[config.mk]
export PLATFORM = sky130hd
export DESIGN_NAME = clk_wiz_flat
export DESIGN_NICKNAME = d
export VERILOG_FILES = /design/src/rtl/clk_wiz_pkg.sv /design/src/rtl/clk_wiz_if.sv /design/src/rtl/clk_wiz_lock_timer.sv /design/src/rtl/clk_wiz.sv /design/src/flat_wrapper.sv
export SDC_FILE = /design/constraint.sdc
export NUM_CORES = 1
export LEC_CHECK = 0
export ABC_AREA = 1
export CAP_MARGIN = 0
export CELL_PAD_IN_SITES_DETAIL_PLACEMENT = 1
export CELL_PAD_IN_SITES_GLOBAL_PLACEMENT = 2
export CORE_MARGIN = 10
export CORE_UTILIZATION = 29
export DETAILED_ROUTE_END_ITERATION = 10
export HOLD_SLACK_MARGIN = 0.12
export PLACE_DENSITY = 0.73
export SYNTH_ARGS = -nofsm -noshare
export SYNTH_HDL_FRONTEND = slang
export SYNTH_SLANG_ARGS = --single-unit
[constraint.sdc]
create_clock -name spi_clk -period 1.6 [get_ports spi_clk]
set_clock_uncertainty 0.1 [all_clocks]
set_input_delay 0.16 -clock spi_clk [delete_from_list [all_inputs] [get_ports spi_clk]]
set_output_delay 0.16 -clock spi_clk [all_outputs]
set_load 0.05 [all_outputs]
[src/rtl/clk_wiz_pkg.sv]
// Shared types, default constants and helpers for the clk_wiz clock-generation emulation block.
package clk_wiz_pkg;

  localparam int DIV_W       = 8;
  localparam int DIV_RESET   = 1;
  localparam int LOCK_CYCLES = 64;

  typedef enum logic [0:0] {
    ACQUIRE = 1'b0,
    LOCKED  = 1'b1
  } lock_state_e;

  // A requested ratio of 0 behaves exactly like a ratio of 1.
  function automatic logic [31:0] norm_div(input logic [31:0] d);
    if (d == 32'd0) begin
      return 32'd1;
    end else begin
      return d;
    end
  endfunction

endpackage

[src/rtl/clk_wiz_if.sv]
// Ratio request and clock/lock status bundle between clk_wiz and its consumer.
interface clk_wiz_if #(
  parameter int DIV_W = clk_wiz_pkg::DIV_W
);

  logic [DIV_W-1:0] div_sel;
  logic             clk_out1;
  logic             clk_ce;
  logic             locked;
  logic [7:0]       relock_cnt;

  modport master (
    output div_sel,
    input  clk_out1,
    input  clk_ce,
    input  locked,
    input  relock_cnt
  );

  modport slave (
    input  div_sel,
    output clk_out1,
    output clk_ce,
    output locked,
    output relock_cnt
  );

endinterface

[src/rtl/clk_wiz_lock_timer.sv]
// Lock acquisition model: counts LOCK_CYCLES reference edges in ACQUIRE, then holds LOCKED
// until a restart request; a restart always wins over lock completion on the same edge.
module clk_wiz_lock_timer #(
  parameter int LOCK_CYCLES = clk_wiz_pkg::LOCK_CYCLES
) (
  input  logic spi_clk,
  input  logic sys_rst,
  input  logic i_restart,
  output logic o_locked
);

  import clk_wiz_pkg::*;

  localparam int              CNT_W    = $clog2(LOCK_CYCLES) + 1;
  localparam logic [CNT_W-1:0] CNT_TERM = CNT_W'(LOCK_CYCLES - 1);

  lock_state_e      r_state;
  lock_state_e      w_state_nxt;
  logic [CNT_W-1:0] r_cnt;
  logic [CNT_W-1:0] w_cnt_nxt;
  logic             r_locked;

  // State, counter and registered lock flag.
  always_ff @(posedge spi_clk or posedge sys_rst) begin
    if (sys_rst) begin
      r_state  <= ACQUIRE;
      r_cnt    <= '0;
      r_locked <= 1'b0;
    end else begin
      r_state  <= w_state_nxt;
      r_cnt    <= w_cnt_nxt;
      r_locked <= (w_state_nxt == LOCKED);
    end
  end

  // Next-state and next-count decode.
  always_comb begin
    w_state_nxt = r_state;
    w_cnt_nxt   = r_cnt;
    case (r_state)
      ACQUIRE: begin
        if (i_restart) begin
          w_cnt_nxt = '0;
        end else if (r_cnt == CNT_TERM) begin
          w_state_nxt = LOCKED;
        end else begin
          w_cnt_nxt = r_cnt + CNT_W'(1);
        end
      end
      LOCKED: begin
        if (i_restart) begin
          w_state_nxt = ACQUIRE;
          w_cnt_nxt   = '0;
        end else begin
          w_cnt_nxt = CNT_TERM;
        end
      end
      default: begin
        w_state_nxt = ACQUIRE;
        w_cnt_nxt   = '0;
      end
    endcase
  end

  assign o_locked = r_locked;

endmodule

[src/rtl/clk_wiz.sv]
// Reference-clock divider with modelled lock acquisition and forced relock on ratio change.
// Define CLK_WIZ_GATE_UNTIL_LOCK_EN to hold the divider output low until locked.
module clk_wiz #(
  parameter int DIV_W       = clk_wiz_pkg::DIV_W,
  parameter int DIV_RESET   = clk_wiz_pkg::DIV_RESET,
  parameter int LOCK_CYCLES = clk_wiz_pkg::LOCK_CYCLES
) (
  input  logic        spi_clk,
  input  logic        sys_rst,
  clk_wiz_if.slave    bus
);

  import clk_wiz_pkg::*;

  logic [DIV_W-1:0] w_div_req;
  logic [DIV_W-1:0] w_div_last;
  logic [DIV_W-1:0] r_div;
  logic [DIV_W-1:0] r_phase;
  logic             w_change;
  logic             w_locked;
  logic             w_run;
  logic             r_clk;
  logic             r_ce;
  logic [7:0]       r_relock;

  assign w_div_req  = DIV_W'(norm_div(32'(bus.div_sel)));
  assign w_change   = (w_div_req != r_div);
  assign w_div_last = r_div - DIV_W'(1);

`ifdef CLK_WIZ_GATE_UNTIL_LOCK_EN
  assign w_run = w_locked;
`else
  assign w_run = 1'b1;
`endif

  // Active divide ratio; the first edge after reset compares against DIV_RESET.
  always_ff @(posedge spi_clk or posedge sys_rst) begin
    if (sys_rst) begin
      r_div <= DIV_W'(DIV_RESET);
    end else if (w_change) begin
      r_div <= w_div_req;
    end else begin
      r_div <= r_div;
    end
  end

  // Phase counter and output clock; clk_ce marks only the 0->1 toggle.
  always_ff @(posedge spi_clk or posedge sys_rst) begin
    if (sys_rst) begin
      r_phase <= '0;
      r_clk   <= 1'b0;
      r_ce    <= 1'b0;
    end else if (w_change || !w_run) begin
      r_phase <= '0;
      r_clk   <= 1'b0;
      r_ce    <= 1'b0;
    end else if (r_phase == w_div_last) begin
      r_phase <= '0;
      r_clk   <= ~r_clk;
      r_ce    <= ~r_clk;
    end else begin
      r_phase <= r_phase + DIV_W'(1);
      r_clk   <= r_clk;
      r_ce    <= 1'b0;
    end
  end

  // Saturating count of ratio-change relocks.
  always_ff @(posedge spi_clk or posedge sys_rst) begin
    if (sys_rst) begin
      r_relock <= 8'd0;
    end else if (w_change && (r_relock != 8'hFF)) begin
      r_relock <= r_relock + 8'd1;
    end else begin
      r_relock <= r_relock;
    end
  end

  clk_wiz_lock_timer #(
    .LOCK_CYCLES (LOCK_CYCLES)
  ) u_lock_timer (
    .spi_clk   (spi_clk),
    .sys_rst   (sys_rst),
    .i_restart (w_change),
    .o_locked  (w_locked)
  );

  assign bus.clk_out1   = r_clk;
  assign bus.clk_ce     = r_ce;
  assign bus.locked     = w_locked;
  assign bus.relock_cnt = r_relock;

endmodule

[src/flat_wrapper.sv]
// flat-port wrapper written by rule: the top's interface ports become plain ports
module clk_wiz_flat import clk_wiz_pkg::*;
#(
  parameter int DIV_W       = clk_wiz_pkg::DIV_W,
  parameter int DIV_RESET   = clk_wiz_pkg::DIV_RESET,
  parameter int LOCK_CYCLES = clk_wiz_pkg::LOCK_CYCLES
)
  (spi_clk, sys_rst, bus_div_sel, bus_clk_out1, bus_clk_ce, bus_locked, bus_relock_cnt);
  clk_wiz_if #(.DIV_W(DIV_W)) bus_i ();
  input  logic spi_clk;
  input  logic sys_rst;
  input wire logic [$bits(bus_i.div_sel)-1:0] bus_div_sel;
  output wire logic [$bits(bus_i.clk_out1)-1:0] bus_clk_out1;
  output wire logic [$bits(bus_i.clk_ce)-1:0] bus_clk_ce;
  output wire logic [$bits(bus_i.locked)-1:0] bus_locked;
  output wire logic [$bits(bus_i.relock_cnt)-1:0] bus_relock_cnt;
  assign bus_i.div_sel = bus_div_sel;
  assign bus_clk_out1 = bus_i.clk_out1;
  assign bus_clk_ce = bus_i.clk_ce;
  assign bus_locked = bus_i.locked;
  assign bus_relock_cnt = bus_i.relock_cnt;
  clk_wiz #(.DIV_W(DIV_W), .DIV_RESET(DIV_RESET), .LOCK_CYCLES(LOCK_CYCLES)) u_core (.spi_clk(spi_clk), .sys_rst(sys_rst), .bus(bus_i));
endmodule
# ---- Yosys cells after proc, flatten, opt, wreduce, memory -nomap -nowiden
# Index checks and enable logic that the tools add are counted.
dict set report totals {
  ff_bits 34
  in_bits 10
  out_inout_bits 11
  wordCells 36
}
dict set report op_classes {
  add_sub_neg 4
  eq_ne 5
  muxes 15
  bitwise_logic 2
  reduce_logical 3
}
# op n
set ops {}
lappend ops {{8-bit 2-to-1 mux} 3}
lappend ops {{8-bit by 1-bit adder with 8-bit output, second input constant} 2}
lappend ops {{7-bit 2-to-1 mux} 2}
lappend ops {{7-bit case mux with 2 select lines} 1}
lappend ops {{8-bit equality test} 1}
lappend ops {{8-bit logical NOT} 1}
lappend ops {{8-bit != test} 1}
lappend ops {{8-bit != test, second input constant} 1}
lappend ops {{8-bit by 1-bit subtractor with 8-bit output, second input constant} 1}
lappend ops {{7-bit by 1-bit adder with 7-bit output, second input constant} 1}
lappend ops {{7-bit by 6-bit equality test with 1-bit output, second input constant} 1}
lappend ops {{1-bit 2-to-1 mux} 7}
lappend ops {{6-bit 2-to-1 mux} 1}
lappend ops {{3-bit by 2-bit != test with 1-bit output, second input constant} 1}
lappend ops {{1-bit NOT} 2}
lappend ops {{1-bit case mux with 2 select lines} 1}
lappend ops {{2-bit nonzero test} 1}
lappend ops {{1-bit logical AND} 1}

# ---- Depth between registers and ports, before layout
dict set report depth {
  ltp_word 5
  mapped_depth 13
  mapped_depth_nobuf 13
}

# ---- Modules after synthesis
# Synthesis repeated with hierarchy kept, for this count alone.
dict set report hier_totals {
  cells_unflattened 258
  area_unflattened_um2 1991.9
}
# mod instances cells_each area_each_um2 seq_area_each_um2
set by_module_without_submodules {}
lappend by_module_without_submodules {clk_wiz 1 200 1550.2 651.9}
lappend by_module_without_submodules {clk_wiz_lock_timer 1 58 441.7 200.2}

# ---- Least setup slack after synthesis
# No wires, ideal clock.
dict set report synth_path {
  path_kind {reg2reg}
  startpoint {register u_core.r_relock[0], in the netlist u_core.bus.relock_cnt[0]}
  endpoint {register u_core.r_relock[6], in the netlist u_core.bus.relock_cnt[6]}
  setup_ns 0.074
  arrival_time_ns 1.676
  required_ns 1.426
  path_slack_ns -0.250
  path_stages_with_launch 8
  path_buffers 1
  synth_period_minus_slack_ns 1.850
  cell_sequence {dfrtp_1 ha_1 and3_1 nand3_1 nand2_2 buf_6 nand2_1 o21ai_2}
}
dict set report synth_between {
  elab_chain_cells 2
  word_cells_on_any_way 3
  classes_between {1 x add/sub; 1 x eq/ne; 1 x reduce/logical}
}
# item line_no
set synth_rtl {}
lappend synth_rtl {{start, declared} clk_wiz.sv:24} ;# logic [7:0] r_relock;
lappend synth_rtl {{start signal, assigned} clk_wiz.sv:73} ;# r_relock <= r_relock + 8'd1;
lappend synth_rtl {{start signal, assigned} clk_wiz.sv:75} ;# r_relock <= r_relock;
lappend synth_rtl {{parallel branches: the longest is 2 deep, another holds 8-bit by 1-bit adder with 8-bit output} --}
# Parallel ways; which one is timed is not known.
# A chain may end at the register's enable or synchronous reset.

# ---- Worst setup path in the final report
dict set report layout_path {
  startpoint {register u_core.r_div[0]}
  endpoint {register u_core.r_phase[1]}
}
dict set report layout_between {
  elab_chain_cells 4
  word_cells_on_any_way 5
  classes_between {1 x add/sub; 2 x eq/ne; 2 x mux}
}
# item line_no
set layout_rtl {}
lappend layout_rtl {{start, declared} clk_wiz.sv:17} ;# logic [DIV_W-1:0] r_div;
lappend layout_rtl {{start signal, assigned} clk_wiz.sv:39} ;# r_div <= DIV_W'(DIV_RESET);
lappend layout_rtl {{start signal, assigned} clk_wiz.sv:41} ;# r_div <= w_div_req;
lappend layout_rtl {{start signal, assigned} clk_wiz.sv:43} ;# r_div <= r_div;
lappend layout_rtl {{8-bit by 1-bit subtractor with 8-bit output} clk_wiz.sv:28} ;# assign w_div_last = r_div - DIV_W'(1);
lappend layout_rtl {{8-bit equality test} clk_wiz.sv:57} ;# end else if (r_phase == w_div_last) begin
lappend layout_rtl {{8-bit 2-to-1 mux} clk_wiz.sv:57}
lappend layout_rtl {{8-bit 2-to-1 mux *} clk_wiz.sv:53} ;# end else if (w_change || !w_run) begin
lappend layout_rtl {{end signal, assigned} clk_wiz.sv:62} ;# r_phase <= r_phase + DIV_W'(1);
lappend layout_rtl {{end, declared} clk_wiz.sv:18} ;# logic [DIV_W-1:0] r_phase;
# Mark *: on every way between the ends. The rest lies on a longest branch, timed or not.

==> summary.md <==
| Metric | Value |
|---|---|
| TritonCTS Sinks | 34 |
| IO buf count | 20 |
| CTS Root Cell | clkbuf_8 |
| Die Y | 103 um |
| Synthesis Warnings | 0 |
| Register area | 862 um2 |
| Final min period | 1.80 ns |
| Vias/cell | 4.51 |
| Worst-Skew Late Latency | 0.29 ns |
| Die ar. | 10600 um2 |
| Crit path from | u_core.r_div[0] |
| DR iter-0 viols | 33 |
| Cell row count | 30 |
| Drt total wl | 5.47 mm |
| Initial antenna violation count | 0 |
| Min Hold Slack | 0.114 ns |
| Leak | 1.40 nW |
| Slew headroom | 0.750 |
| H-tree depth | 2 |
| Area added between synthesis and finish | 49.3% |
| Fin. max-slew vios | 0 |
| Peak supply drop | 942 uV |
| Crit path launch type | flop |
| Number of diodes | 0 |
| WP data arrival | 1.89 ns |
| Area of the multi-input gates | 1240 um2 |
| Setup crit end kind | flop |
| Hold Crit Class | primary input to async pin |
| Avg Cell Area, Syn | 7.45 um2 |
| # IOs | 21 |
| Die W | 103 um |
| Fin crit share | 1.13 |
| Number of global-route vias before repair | 1960 |
| Number of CTS-inserted buffers | 5 |
| Syn Std Cell Area | 2000 um2 |
| Initial Util | 0.295 |
| Total track usage | 0.111 |
| Gate Count Post-Synth | 268 |
| Largest net degree at the start of global routing | 35 |
| First-pass GRT wire length | 9.25 mm |
| CORE AREA | 6760 um2 |
| Routed Antenna Nets | 0 |
| Endpoints failing setup | 13 |
| DRC | 0 |
| PD cells | 1070 nW/um2 |
| Max-cap violations | 0 |
| Reg clk slew, reported paths | 0.07 ns |
| Share of cells above drive strength 1 | 0.394 |
| Endpoints failing hold | 0 |
| Worst-Margin Slew | 0.375 ns |
| Synthesized flop and latch total | 34 |
| GRT overflow | 0 |
| Total number of vias | 1815 |
| DP Wirelength | 3.99 mm |
| Synth cell types | 27 |
| CTS tree | built |
| Required time of the worst setup path | 1.68 ns |
| Failing checks | negative setup slack |
| Post-layout nets | 335 |
| Final WS setup | -0.204 ns |
| First-pass detailed-route iteration total | 3 |
| Post-Syn Nets | 282 |
| FF-to-FF Start | u_core.r_div[0] |
| Fillers | 805 |
| GP Congestion | 0.762 |
| FMAX | 554 MHz |
| Status | finished with violations |
| Post-synthesis sequential area ratio | 0.427 |
| Max Root-Sink Buffers | 2 |
| DR WL/cell | 13.6 um |
| RSZ-0062 raised after global routing | yes |
| Final core occ | 0.441 |
| Critical Path Fanout Max | 8 |
| Worst Path Class, Setup | flop to flop |
[metrics by stage]
step | cell area (um2) | TNS (ns) | std cells | worst slack [ns] | power (mW)
2_1_floorplan | 2040 | -0.630 | 268 | -0.0656 | 1.86
3_5_place_dp | 2530 | -7.27 | 387 | -0.339 | 2.29
6_report | 2980 | -2.00 | 402 | -0.204 | 3.18
4_1_cts | 2800 | -1.98 | 398 | -0.203 | 3.16
3_3_place_gp | 2530 | -6.99 | 387 | -0.317 | 2.27
5_1_grt | 2980 | -4.27 | 402 | -0.354 | 3.36
[cell usage in the layout, fill, tap and decap left out, types with 6 or more instances in the layout]
cell type,synthesis,routed
nand2_2,2,13
inv_1,36,31
nand2_1,74,59
xnor2_1,13,12
buf_6,2,6
xor2_1,9,9
nor2_1,37,21
buf_4,0,35
clkdlybuf4s50_1,0,9
dfrtp_1,33,25
nor2_2,1,12
dfrtp_2,0,8
nand3_1,25,19
[logic make-up (layout without fill, tap and decap cells)]
family / after synthesis / count (layout) / synth area share
AND/OR/NAND/NOR: 152 / 153 / 0.325
buffers and inverters: 47 / 100 / 0.0972
flip-flops: 34 / 34 / 0.427
XOR/XNOR: 22 / 22 / 0.0966
AO/OA/AOI/OAI: 9 / 9 / 0.0288
adder cells (fa/ha/maj): 4 / 4 / 0.0251
[report_power, final]
part / switching, mW / total, mW / internal [mW]
Sequential: 0.199 / 1.18 / 0.984
Clock: 0.330 / 0.789 / 0.458
Combinational: 0.680 / 1.20 / 0.524
[area by class of cell]
class                           count  share of cell area
Sequential cell                    34               0.289
Clock inverter                      3              0.0134
Clock buffer                        5              0.0231
Timing Repair Buffer               56               0.180
Tap cell                           80              0.0336
Multi-Input combinational cell    188               0.415
Inverter                           36              0.0462
[flip-flops by register name (all words and copies together) (netlist names)]
| register | flops |
|---|---|
| u_core.r_div | 8 |
| u_core.u_lock_timer.o_locked | 1 |
| u_core.u_lock_timer.r_cnt | 7 |
| u_core.bus.clk_out1 | 1 |
| u_core.r_phase | 8 |
| u_core.bus.clk_ce | 1 |
| u_core.bus.relock_cnt | 8 |
[metal layers]
layer	wire length, um	vias up	part of all wire	global-route usage
met5	0	-	0	0
met4	70	0	0.013	0.0353
met3	180	6	0.033	0.0322
met2	2840	15	0.52	0.191
met1	2390	872	0.44	0.129
li1	-	922	-	-
[synthesized netlist by cell type (all sizes together)]
cell type / instances / share of area
nand2: 76 / 0.15
nor2: 38 / 0.073
inv: 36 / 0.068
dfrtp: 33 / 0.41
nand3: 26 / 0.068
xnor2: 13 / 0.057
xor2: 9 / 0.040
clkbuf: 8 / 0.016
nor3: 5 / 0.015
o21ai: 5 / 0.018
ha: 4 / 0.025
a21oi: 3 / 0.0075
buf: 3 / 0.014
nand3b: 3 / 0.011
a31oi: 1 / 0.0031
and3: 1 / 0.0031
dfstp: 1 / 0.013
nand4: 1 / 0.0031
nor3b: 1 / 0.0038
or2: 1 / 0.0031
[path summary, 6_finish.rpt]
check / depth (start not counted) / to / slack (ns)
hold / removal: 3 / u_core.r_phase[0] / 0.11
max in group asynchronous: 3 / u_core.r_div[0] / 1.04
min in group spi_clk: 1 / u_core.r_div[2] / 0.26
hold reg to reg: 2 / u_core.bus.relock_cnt[5] / 0.40
setup / recovery: 11 / u_core.r_phase[1] / -0.20
setup reg to reg: 11 / u_core.r_phase[1] / -0.20
[worst max-delay path, cell delays in order (launching register included)]
cell     delay (ns)
dfstp_2        0.56
inv_4          0.04
ha_4           0.26
inv_2          0.03
nand2_1        0.05
nand2_1        0.05
nor2_2         0.12
inv_1          0.07
nor2_2         0.13
nand2_2        0.09
nand2_4        0.15
nor2_1         0.06
[timing repair]
action / in CTS / in global routing
pin swaps: 12 / 14
setup buffers: 1 / 5
setup endpoints to repair: 26 / 26
resized for setup: 35 / 41
gates cloned: 2 / 0
hold buffers: 0 / 0
Power figures use the tool's default switching activity.
